File: config.mk
export PLATFORM = sky130hd
export DESIGN_NAME = mul_hilo_unit
export DESIGN_NICKNAME = d
export VERILOG_FILES = /design/src/rtl/mul_pkg.sv /design/src/rtl/mul_seq_ctrl.sv /design/src/rtl/mul_hilo_unit.sv
export SDC_FILE = /design/constraint.sdc
export NUM_CORES = 1
export LEC_CHECK = 0
export BUFFER_PORTS_ARGS = -buffer_cell sky130_fd_sc_hd__buf_4
export CORE_UTILIZATION = 30
export CTS_CLUSTER_SIZE = 20
export DETAILED_ROUTE_END_ITERATION = 6
export PLACE_DENSITY = 0.61
export SLEW_MARGIN = 25
export SYNTH_ARGS = -nofsm -noshare
export SYNTH_HDL_FRONTEND = slang
export SYNTH_SLANG_ARGS = --single-unit
File: constraint.sdc
create_clock -name Clk -period 1.59 [get_ports Clk]
set_input_delay 0.159 -clock Clk [delete_from_list [all_inputs] [get_ports Clk]]
set_output_delay 0.159 -clock Clk [all_outputs]
set_load 0.05 [all_outputs]
File: src/rtl/mul_pkg.sv
// rtl/mul_pkg.sv - state encoding, default sizes and two's-complement helpers for mul_hilo_unit
package mul_pkg;

  typedef enum logic [1:0] {
    ST_IDLE = 2'd0,
    ST_RUN  = 2'd1,
    ST_WB   = 2'd2
  } mul_state_t;

  localparam int MUL_WIDTH_DEFAULT  = 16;
  localparam int MUL_CYCLES_DEFAULT = 2 * MUL_WIDTH_DEFAULT;

  // Helpers work at 64 bits; callers size-cast the result back to their width.
  function automatic logic [63:0] twos_neg(input logic [63:0] v);
    return ~v + 64'd1;
  endfunction

  function automatic logic [63:0] abs_mag(input logic [63:0] v, input logic neg);
    return neg ? twos_neg(v) : v;
  endfunction

endpackage

File: src/rtl/mul_seq_ctrl.sv
// rtl/mul_seq_ctrl.sv - IDLE/RUN/WB sequencer with fixed-latency counter for the multiplier
module mul_seq_ctrl
  import mul_pkg::*;
#(
  parameter int MUL_CYCLES = MUL_CYCLES_DEFAULT
) (
  input  logic clk,
  input  logic rst_n,
  input  logic start,
  output logic busy,
  output logic done,
  output logic mul_sy,
  output logic capture
);

  localparam int CW = (MUL_CYCLES > 1) ? $clog2(MUL_CYCLES) : 1;

  mul_state_t    state;
  logic [CW-1:0] cnt;

  assign mul_sy  = start && (state == ST_IDLE);
  assign capture = (state == ST_WB);

  always_ff @(posedge clk or negedge rst_n) begin
    if (!rst_n) begin
      state <= ST_IDLE;
      cnt   <= '0;
      busy  <= 1'b0;
      done  <= 1'b0;
    end else begin
      done <= 1'b0;
      case (state)
        ST_IDLE: begin
          if (start) begin
            cnt   <= CW'(MUL_CYCLES - 1);
            busy  <= 1'b1;
            state <= ST_RUN;
          end
        end
        ST_RUN: begin
          if (cnt == '0) state <= ST_WB;
          else           cnt   <= cnt - 1'b1;
        end
        ST_WB: begin
          busy  <= 1'b0;
          done  <= 1'b1;
          state <= ST_IDLE;
        end
        default: begin
          busy  <= 1'b0;
          state <= ST_IDLE;
        end
      endcase
    end
  end

endmodule

File: src/rtl/mul_hilo_unit.sv
// rtl/mul_hilo_unit.sv - MULT issue/writeback around the shift-add multiplier, HI/LO registers
// Optional signed MULT support is compiled in with `define MUL_SIGNED_EN.
module mul_hilo_unit
  import mul_pkg::*;
#(
  parameter int WIDTH      = MUL_WIDTH_DEFAULT,
  parameter int MUL_CYCLES = 2 * WIDTH
) (
  input  logic               Clk,
  input  logic               Reset,
  input  logic               Start,
  input  logic [WIDTH-1:0]   OpA,
  input  logic [WIDTH-1:0]   OpB,
  input  logic               SignedOp,
  input  logic               MtHi,
  input  logic               MtLo,
  input  logic [WIDTH-1:0]   WrData,
  output logic               Busy,
  output logic               Done,
  output logic [WIDTH-1:0]   Hi,
  output logic [WIDTH-1:0]   Lo,
  output logic [WIDTH-1:0]   MulMultiplicando,
  output logic [WIDTH-1:0]   MulMultiplicador,
  output logic [WIDTH-1:0]   MulMultiplicandoReg,
  output logic               MulSy,
  input  logic [2*WIDTH-1:0] MulProduto
);

  localparam int PW = 2 * WIDTH;

  logic             capture;
  logic [WIDTH-1:0] mag_a, mag_b;
  logic [WIDTH-1:0] mcand_reg, mplier_reg;
  logic [PW-1:0]    result;

  mul_seq_ctrl #(.MUL_CYCLES(MUL_CYCLES)) u_ctrl (
    .clk     (Clk),
    .rst_n   (Reset),
    .start   (Start),
    .busy    (Busy),
    .done    (Done),
    .mul_sy  (MulSy),
    .capture (capture)
  );

`ifdef MUL_SIGNED_EN
  logic sign_a, sign_b, neg_flag;

  assign sign_a = SignedOp & OpA[WIDTH-1];
  assign sign_b = SignedOp & OpB[WIDTH-1];
  assign mag_a  = WIDTH'(abs_mag(64'(OpA), sign_a));
  assign mag_b  = WIDTH'(abs_mag(64'(OpB), sign_b));
  assign result = neg_flag ? PW'(twos_neg(64'(MulProduto))) : MulProduto;

  // Result sign is decided at accept time, since OpA/OpB are not held by the execute stage.
  always_ff @(posedge Clk or negedge Reset) begin
    if (!Reset)     neg_flag <= 1'b0;
    else if (MulSy) neg_flag <= sign_a ^ sign_b;
  end
`else
  logic unused_signed;

  assign unused_signed = SignedOp;
  assign mag_a         = OpA;
  assign mag_b         = OpB;
  assign result        = MulProduto;
`endif

  assign MulMultiplicando    = MulSy ? mag_a : mcand_reg;
  assign MulMultiplicador    = MulSy ? mag_b : mplier_reg;
  assign MulMultiplicandoReg = mcand_reg;

  always_ff @(posedge Clk or negedge Reset) begin
    if (!Reset) begin
      mcand_reg  <= '0;
      mplier_reg <= '0;
    end else if (MulSy) begin
      mcand_reg  <= mag_a;
      mplier_reg <= mag_b;
    end
  end

  // MT writes are only honoured while idle; a MULT accepted alongside one overwrites it later.
  always_ff @(posedge Clk or negedge Reset) begin
    if (!Reset) begin
      Hi <= '0;
      Lo <= '0;
    end else if (capture) begin
      {Hi, Lo} <= result;
    end else if (!Busy) begin
      if (MtHi) Hi <= WrData;
      if (MtLo) Lo <= WrData;
    end
  end

endmodule

Yosys cells after proc, flatten, opt, wreduce, memory -nomap -nowiden. Index checks and enable logic that the tools add are counted.

Bits of input ports: 86. Bits in registers: 73. Output and inout port bits: 83. Word-level logic and storage cells: 44.

$add $sub $neg: 1. Bitwise gates (word level): 1. Mux-type cells: 17. Equal/unequal tests: 6. Reduce and logical (&&, ||, !) cells: 11.

Operator list (number): 2-to-1 mux 16 bit (8); 2-to-1 mux 5 bit (2); one-hot mux 5 bit (2 select lines) (1); AND reduction 2 bit (4); inequality test 2 bit (second input constant) (3); nonzero test 2 bit (3); zero test 5 bit (1); subtractor 5 x 1 -> 5 bit (second input constant) (1); 2-to-1 mux 2 bit (2); one-hot mux 2 bit (2 select lines) (1); AND reduction 3 bit (1); == test 2 x 1 -> 1 bit (second input constant) (1); == test 2 bit (second input constant) (1); zero test 2 bit (1); 2-to-1 mux 1 bit (2); inequality test 2 x 1 -> 1 bit (second input constant) (1); one-hot mux 1 bit (2 select lines) (1); logical AND 1 bit (1); inverter 1 bit (1).

Logic depth before layout (Yosys ltp). Gate-level depths: netlist of the first run.

Depth in word-level cells: 3. Mapped depth: 5. Mapped depth without buffers: 5.

By module. From an unflattened synthesis of the first run, not the netlist that was laid out.

Cell total of the unflattened synthesis: 254. Area, all modules: 3439.5 um^2.

By module, submodules not included: mul_hilo_unit (instances 1, area an instance 3022.9 um^2, cells an instance 217, seq. area each 1601.5 um^2); mul_seq_ctrl (instances 1, area an instance 416.6 um^2, cells an instance 37, seq. area each 225.2 um^2).

Worst setup path after synthesis of the first run. Ideal clock, no wire load.

Path kind: flip-flop to flip-flop. Start point: register u_ctrl.state[0]. End point: register mplier_reg[13]. Clock period less this slack: 1668 ps. Buffers on the path: 1. Stages on the path, launching flop included: 4. Setup time: 175 ps. Arrival time: 1493 ps. Slack: -78 ps. Required time: 1415 ps. Cells stage by stage: dfrtp_1 > nor3b_2 > buf_2 > mux2_2.

Word-level cells in the longest chain between the ends: 3.

RTL lines: start, declared (RTL line mul_seq_ctrl.sv:18) `mul_state_t state;`; start signal, assigned (RTL line mul_seq_ctrl.sv:26) `state <= ST_IDLE;`; start signal, assigned (RTL line mul_seq_ctrl.sv:37) `state <= ST_RUN;`; start signal, assigned (RTL line mul_seq_ctrl.sv:41) `if (cnt == '0) state <= ST_WB;`; zero test 2 bit (RTL line mul_seq_ctrl.sv:21) `assign mul_sy = start && (state == ST_IDLE);`; logical AND 1 bit (RTL line mul_seq_ctrl.sv:21); named net MulSy (RTL line mul_hilo_unit.sv:25) `output logic MulSy,`; 2-to-1 mux 16 bit; named net MulMultiplicador[13] (RTL line mul_hilo_unit.sv:23) `output logic [WIDTH-1:0] MulMultiplicador,`; end signal, assigned (RTL line mul_hilo_unit.sv:79) `mplier_reg <= mag_b;`; end, declared (RTL line mul_hilo_unit.sv:33) `logic [WIDTH-1:0] mcand_reg, mplier_reg;`.

The timed path passes the listed nets, and every way through them passes these cells. A chain may end at the register's enable or synchronous reset.

Worst setup path in the final report of the first run.
Start point: register u_ctrl.state[1]. End point: output MulMultiplicando[10].

Word-level cells in the longest chain between the ends: 3.

RTL lines: zero test 2 bit (RTL line mul_seq_ctrl.sv:21); logical AND 1 bit (RTL line mul_seq_ctrl.sv:21); 2-to-1 mux 16 bit; end, declared (RTL line mul_hilo_unit.sv:22) `output logic [WIDTH-1:0] MulMultiplicando,`.

Every way passes these cells.

==> results of run 1 <==
-- metal layers --
metal  global-route usage, %  vias to the layer above  part of all wire [%]
met3                    4.93                       11                   7.8
met1                    20.8                     1304                    42
met2                    29.1                      138                    48
met4                    6.84                        0                   1.4
li1                        -                     1215                     -
met5                       0                        -                     0
-- critical path: stages, from the launching register on --
cell,delay (ns)
dfrtp_2,0.43
nor3b_4,0.24
buf_6,0.19
clkbuf_16,0.16
mux2_4,0.32
buf_8,0.15
-- synthesized netlist by cell type, drive strengths merged --
library cell  instances  area, um2
o21bai                1       7.51
inv                   3       11.3
and3                  1       6.26
nor3                  3       15.0
clkbuf                1       3.75
buf                  12       81.3
nor3b                 1       12.5
o21ai                16       80.1
or2                   1       6.26
nand2b                3       18.8
a21oi                 3       15.0
nand2                18       67.6
ha                    1       12.5
nor2                  5       18.8
dfrtp                73       1830
nor4b                 1       8.76
nor2b                 2       20.0
a211oi                1       7.51
mux2                 64        758
or4b                  1       10.0
mux2i                18        180
a21o                  1       7.51
-- cell type report --
cell class / count / share of cell area [%]
timing repair buffer: 206 / 35.3
sequential: 73 / 32.1
multi-input combinational: 141 / 26.1
clock inverter: 5 / 0.987
clock buffer: 10 / 2.41
inverter: 3 / 0.197
tap: 136 / 2.98
-- per-stage QoR --
stage | utilization (%) | cell area [um2] | total power [mW]
5_1_grt | 55.5 | 5710 | 14.1
6_report | 55.5 | 5710 | 13.6
4_1_cts | 52.3 | 5370 | 13.0
3_5_place_dp | 45.8 | 4700 | 10.8
3_3_place_gp | 45.8 | 4700 | 10.7
2_1_floorplan | - | 3180 | 8.48
-- power groups by stage --
stage / clock network, mW / logic [mW] / registers [mW]
2_1_floorplan: 0 / 3.12 / 5.36
3_3_place_gp: 0 / 7.57 / 3.18
3_5_place_dp: 0 / 7.61 / 3.23
4_1_cts: 1.50 / 8.27 / 3.21
5_1_grt: 1.58 / 9.22 / 3.33
6_report: 1.45 / 8.87 / 3.23
-- path summary, 6_finish.rpt --
check                                       endpoint            start  cells after the start
worst max-delay path            MulMultiplicando[10]  u_ctrl.state[1]                      5
worst min-delay path                           Lo[0]    MulProduto[0]                      3
worst max register to register                 Hi[2]  u_ctrl.state[0]                      7
worst min register to register         u_ctrl.cnt[4]    u_ctrl.cnt[4]                      1
max in group asynchronous                      Hi[3]            Reset                      3
min in group asynchronous                     Lo[15]            Reset                      2
-- cells in the final DEF (no fill, tap or decap), drive strengths merged, types with 2 or more instances in the layout --
cell and n:
buf 201, dfrtp 73, mux2 64, mux2i 18, nand2 18, o21ai 16, clkbuf 14, nor2 5
inv 3, nand2b 3, nor3 3, a21oi 3, clkinv 3, nor2b 2
-- cells by family after synthesis --
group / after synthesis
compound gates: 22
fa+ha+maj: 1
mux: 82
flops: 73
simple gates: 36
buf+inv: 16
-- what timing repair did --
action | in CTS | in global routing
hold buffers | 1 | 0
resized for setup | 71 | 65
pin swaps | 1 | 1
cloned | 5 | 4
setup buffers | 10 | 5
endpoints found under the hold margin | 25 | 0
setup endpoints to repair | 51 | 57
==> metrics, run 1 <==
grt ovf 0; H-tree lvl count 3; area growth from synthesis to layout 79.7%; register area 1830 um2; clock period minus worst slack 2.00 ns; global-route wire length before repair 14,500 um; clock tree root driver cell clkbuf_8; number of maximum-capacitance constraint violations 0; compound-gate portion of the synthesized area 3.70%; flop and latch count out of synthesis 73; initial drt markers 70; highest clock rate 0.501 GHz; sort of element at the start of the critical path flip-flop; I/O pin count 169; Num CTS Buffers 9; global-route usage over all layers 17.3%; initial antenna violation count 0; status complete, but fails checks; clock transition at the registers of the reported paths 0.08 ns; average wire per cell in the routed design 16.9 um; post-route worst hold slack 0.0155 ns; number of global-route vias before repair 2,839; Worst IR Drop VDD 0.00162 V; xor and xnor area share after synthesis 0%; signal arrival time at the worst endpoint 1.84 ns; starting utilization of the core area 30.9%; post-synthesis mux area share 29.6%; sort of element at the end of the critical path output pin; number of routed nets with antenna violations 0; pin count of the biggest net entering global routing 30; worst reg2reg setup slack -0.21 ns; total leakage power 2.84 nW; post-detailed-routing wire length 9680 um; Max Clock Skew 0.0120 ns; Routability Congestion 0.761; Hold Vio Cnt, Final 0; category of the most critical setup path flip-flop to output pin; row count 37; post-route setup slack -0.406 ns; headroom to the max-slew limit 74.8%; CTS tree done; critical path peak fanout 4; Final setup viols 49; type of the tightest min-delay check input pin to flip-flop; power share of the clock group 10.7%; footprint of the multi-input gates 1490 um2; fill cell count 881; net count of the mapped netlist 317; DRC 0; total number of nets in the final design 521; # placed instances 536; power spent charging and discharging nets 6.50 mW; layout cells sized above 1 67.4%; largest family of logic cells by synthesized area multiplexers; vias per std cell 4.65; data required time at the worst endpoint 1.43 ns; I/O Buffers 167; total of warnings raised by yosys 0; post-synth design cell area 3180 um2; share of the clock period used by the worst path after layout 126%; combinational cell fraction of total power 65.5%; post-route setup TNS -14.68 ns; fin cells 574; sequential fraction of the synthesis area 57.5%; part of the total power dissipated in sequential elements 23.8%; Die Wd 105 um; switch share 48.0%; first-pass iteration count of the detailed router 4; Netlist cell types 27; power density normalized to cell area 2380 nW/um2; clock latency on the worst-skew pair 0.34 ns; internal power contribution 7.05 mW; average footprint of a synthesized cell 13.8 um2; Die Area 11,000 um2; vias after detailed routing 2,668; Setup Slack @ Placement -0.0869 ns; area share of fa/ha/maj cells after synthesis 0.394%; violations in the final reports setup timing; half-perimeter wire length after placement 5800 um; # clock sinks 73; maximum clock path buffer count 2; placeable core region 10,300 um2; instance count of the mapped netlist 230; DIE HEIGHT 105 um; share of synthesized cell area in and, or, nand and nor gates 5.79%; total count of max-transition violations in the final report 0; RSZ-0062 raised after global routing true; actual transition at the worst max-transition pin 0.378 ns; number of inserted diodes 0
Power figures use the tool's default switching activity.
==> run 2, diff against run 1 <==
--- a/config.mk
+++ b/config.mk
@@ -6,9 +6,11 @@
 export NUM_CORES = 1
 export LEC_CHECK = 0
 export BUFFER_PORTS_ARGS = -buffer_cell sky130_fd_sc_hd__buf_4
+export CAP_MARGIN = 20
 export CORE_UTILIZATION = 30
 export CTS_CLUSTER_SIZE = 20
 export DETAILED_ROUTE_END_ITERATION = 6
+export MAX_ROUTING_LAYER = met4
 export PLACE_DENSITY = 0.61
 export SLEW_MARGIN = 25
 export SYNTH_ARGS = -nofsm -noshare
==> run 2 against run 1 <==
The flow still finishes with violations (setup timing). Die area unchanged. Power about the same. Worst hold slack got worse by 0.0011 ns. Routed wire length increased by 0.36%. Clock power about the same. Global-route usage increased by 0.56 points. Core utilization unchanged. Critical path depth unchanged. First-iteration DRC count increased by 4.3%. Critical endpoint unchanged.
==> metrics, run 2 (synthesized netlist as in run 1, its figures left out) <==
cell area reported after detailed placement 4700 um2 (unchanged); # clock sinks 73 (unchanged); total number of nets in the final design 521 (unchanged); cells along the critical path nor3b_4 -> buf_6 -> clkbuf_16 -> mux2_4 -> buf_8; number of global-route vias before repair 2,837 (-0.070%); commonest non-fill, non-tap cells in the layout buf_4, dfrtp_1, mux2_4; layout cells sized above 1 67.4% (unchanged); sort of element at the start of the critical path flip-flop; cells on worst reg2reg path 7 (unchanged); number of inserted diodes 0 (unchanged); worst hold stages 3 (unchanged); initial drt markers 73 (+4.3%); vias per std cell 4.65 (unchanged); placeable core region 10,300 um2 (unchanged); highest clock rate 0.501 GHz (about the same); area growth from synthesis to layout 79.7% (unchanged); fill cell count 881 (unchanged); critical hold path startpoint MulProduto[0]; post-route setup slack -0.406 ns (+0.000109 ns); clock transition at the registers of the reported paths 0.08 ns (about the same); clock latency on the worst-skew pair 0.34 ns (about the same); first-pass iteration count of the detailed router 4 (unchanged); post-route setup TNS -14.60 ns (+0.0767 ns); post-detailed-routing wire length 9720 um (+0.36%); CTS tree done; number of maximum-capacitance constraint violations 0 (unchanged); violations in the final reports setup timing; sort of element at the end of the critical path output pin; clock period minus worst slack 2.00 ns (-0.000109 ns); headroom to the max-slew limit 74.7% (about the same); initial antenna violation count 0 (unchanged); R2R Path End Hi[2]; Max Clock Skew 0.0118 ns (-0.000209 ns); average wire per cell in the routed design 16.9 um (+0.36%); Routability Congestion 0.771 (+1.3%); I/O pin count 169 (unchanged); pin count of the biggest net entering global routing 30 (unchanged); Die Area 11,000 um2 (unchanged); utilization after layout 55.5% (unchanged); global-route usage over all layers 17.8% (+0.56 points); I/O Buffers 167 (unchanged); fin cells 574 (unchanged); H-tree lvl count 3 (unchanged); Hold Vio Cnt, Final 0 (unchanged); # placed instances 536 (unchanged); number of routed nets with antenna violations 0 (unchanged); Num CTS Buffers 9 (unchanged); most common cell after layout, fill and taps aside buf_4; row count 37 (unchanged); half-perimeter wire length after placement 5800 um (unchanged); maximum clock path buffer count 2 (unchanged); start of the worst register-to-register path u_ctrl.state[0]; power density normalized to cell area 2380 nW/um2 (about the same); category of the most critical setup path flip-flop to output pin; total count of max-transition violations in the final report 0 (unchanged); Final setup viols 49 (unchanged); hold worst-path end Lo[0]; total leakage power 2.84 nW (unchanged); type of the tightest min-delay check input pin to flip-flop; grt ovf 0 (unchanged); Crit path largest cell delay 0.43 ns (about the same); Die Wd 105 um (unchanged); DIE HEIGHT 105 um (unchanged); starting utilization of the core area 30.9% (unchanged); slowest cell on the critical path dfrtp_2; vias after detailed routing 2,668 (unchanged); worst reg2reg setup slack -0.20 ns (about the same); signal arrival time at the worst endpoint 1.84 ns (about the same); actual transition at the worst max-transition pin 0.379 ns (+0.00108 ns); share of the clock period used by the worst path after layout 126% (about the same); clock tree root driver cell clkbuf_8; critical path peak fanout 4 (unchanged); data required time at the worst endpoint 1.43 ns (about the same); global-route wire length before repair 14,400 um (about the same); Setup Slack @ Placement -0.0869 ns (unchanged); Worst IR Drop VDD 0.00163 V (about the same); final non-filler cell area 5710 um2 (unchanged); DRC 0 (unchanged); RSZ-0062 raised after global routing true; status complete, but fails checks
==> run 2: cell counts in the layout (fill, tap and decap cells not counted) <==
No cell type changed its count.
==> run 2: worst max path at each step <==
stage                     slack, ns             from              endpoint
after detailed placement      -0.09  u_ctrl.state[1]   MulMultiplicador[4]
after global placement        -0.06  u_ctrl.state[1]   MulMultiplicador[3]
after floorplan                0.02      u_ctrl.busy                Hi[10]
after global routing          -0.50  u_ctrl.state[1]  MulMultiplicador[13]
final                         -0.41  u_ctrl.state[1]  MulMultiplicando[10]
after CTS                     -0.43  u_ctrl.state[0]  MulMultiplicando[10]
==> run 2: stage by stage <==
step	power (mW)	hold WS [ns]
after floorplan	8.48	-0.137
after global placement	10.7	0.102
after detailed placement	10.8	0.101
after CTS	13.0	0.00106
after global routing	14.1	0.0189
final	13.6	0.0144
==> run 2: what timing repair did <==
action,in CTS,in global routing
pin swaps,1,1
gates cloned,5,4
buffers inserted,10,5
gates resized for setup,71,65
endpoints found under the setup margin,51,57
endpoints found under the hold margin,25,0
hold buffers,1,0
==> run 2: where the power goes <==
part | total, mW | switching, mW | internal [mW]
sequential | 3.23 | 0.473 | 2.75
combinational | 8.88 | 5.34 | 3.54
clock | 1.46 | 0.698 | 0.757
total | 13.6 | 6.51 | 7.05
==> run 2: worst max-delay path: cells and delay by family (launching register included) <==
family | cells | cell delay (ns)
multiplexers | 1 | 0.32
buffers and inverters | 3 | 0.50
AND/OR/NAND/NOR | 1 | 0.24
flip-flops | 1 | 0.43
==> run 2: layout make-up <==
cell class                 instances  area [um2]  area share (%)
timing repair buffer             206        2010            35.3
sequential                        73        1830            32.1
multi-input combinational        141        1490            26.1
tap                              136         170            2.98
clock buffer                      10         138            2.41
clock inverter                     5        56.3           0.987
inverter                           3        11.3           0.197
==> run 2: metal layers <==
| layer | vias up | part of all wire [%] | global-route usage, % |
|---|---|---|---|
| met5 | - | 0 | - |
| met4 | 0 | 0.89 | 5.63 |
| met3 | 6 | 7.8 | 5.36 |
| met2 | 139 | 48 | 29.1 |
| met1 | 1307 | 43 | 21.1 |
| li1 | 1216 | - | - |
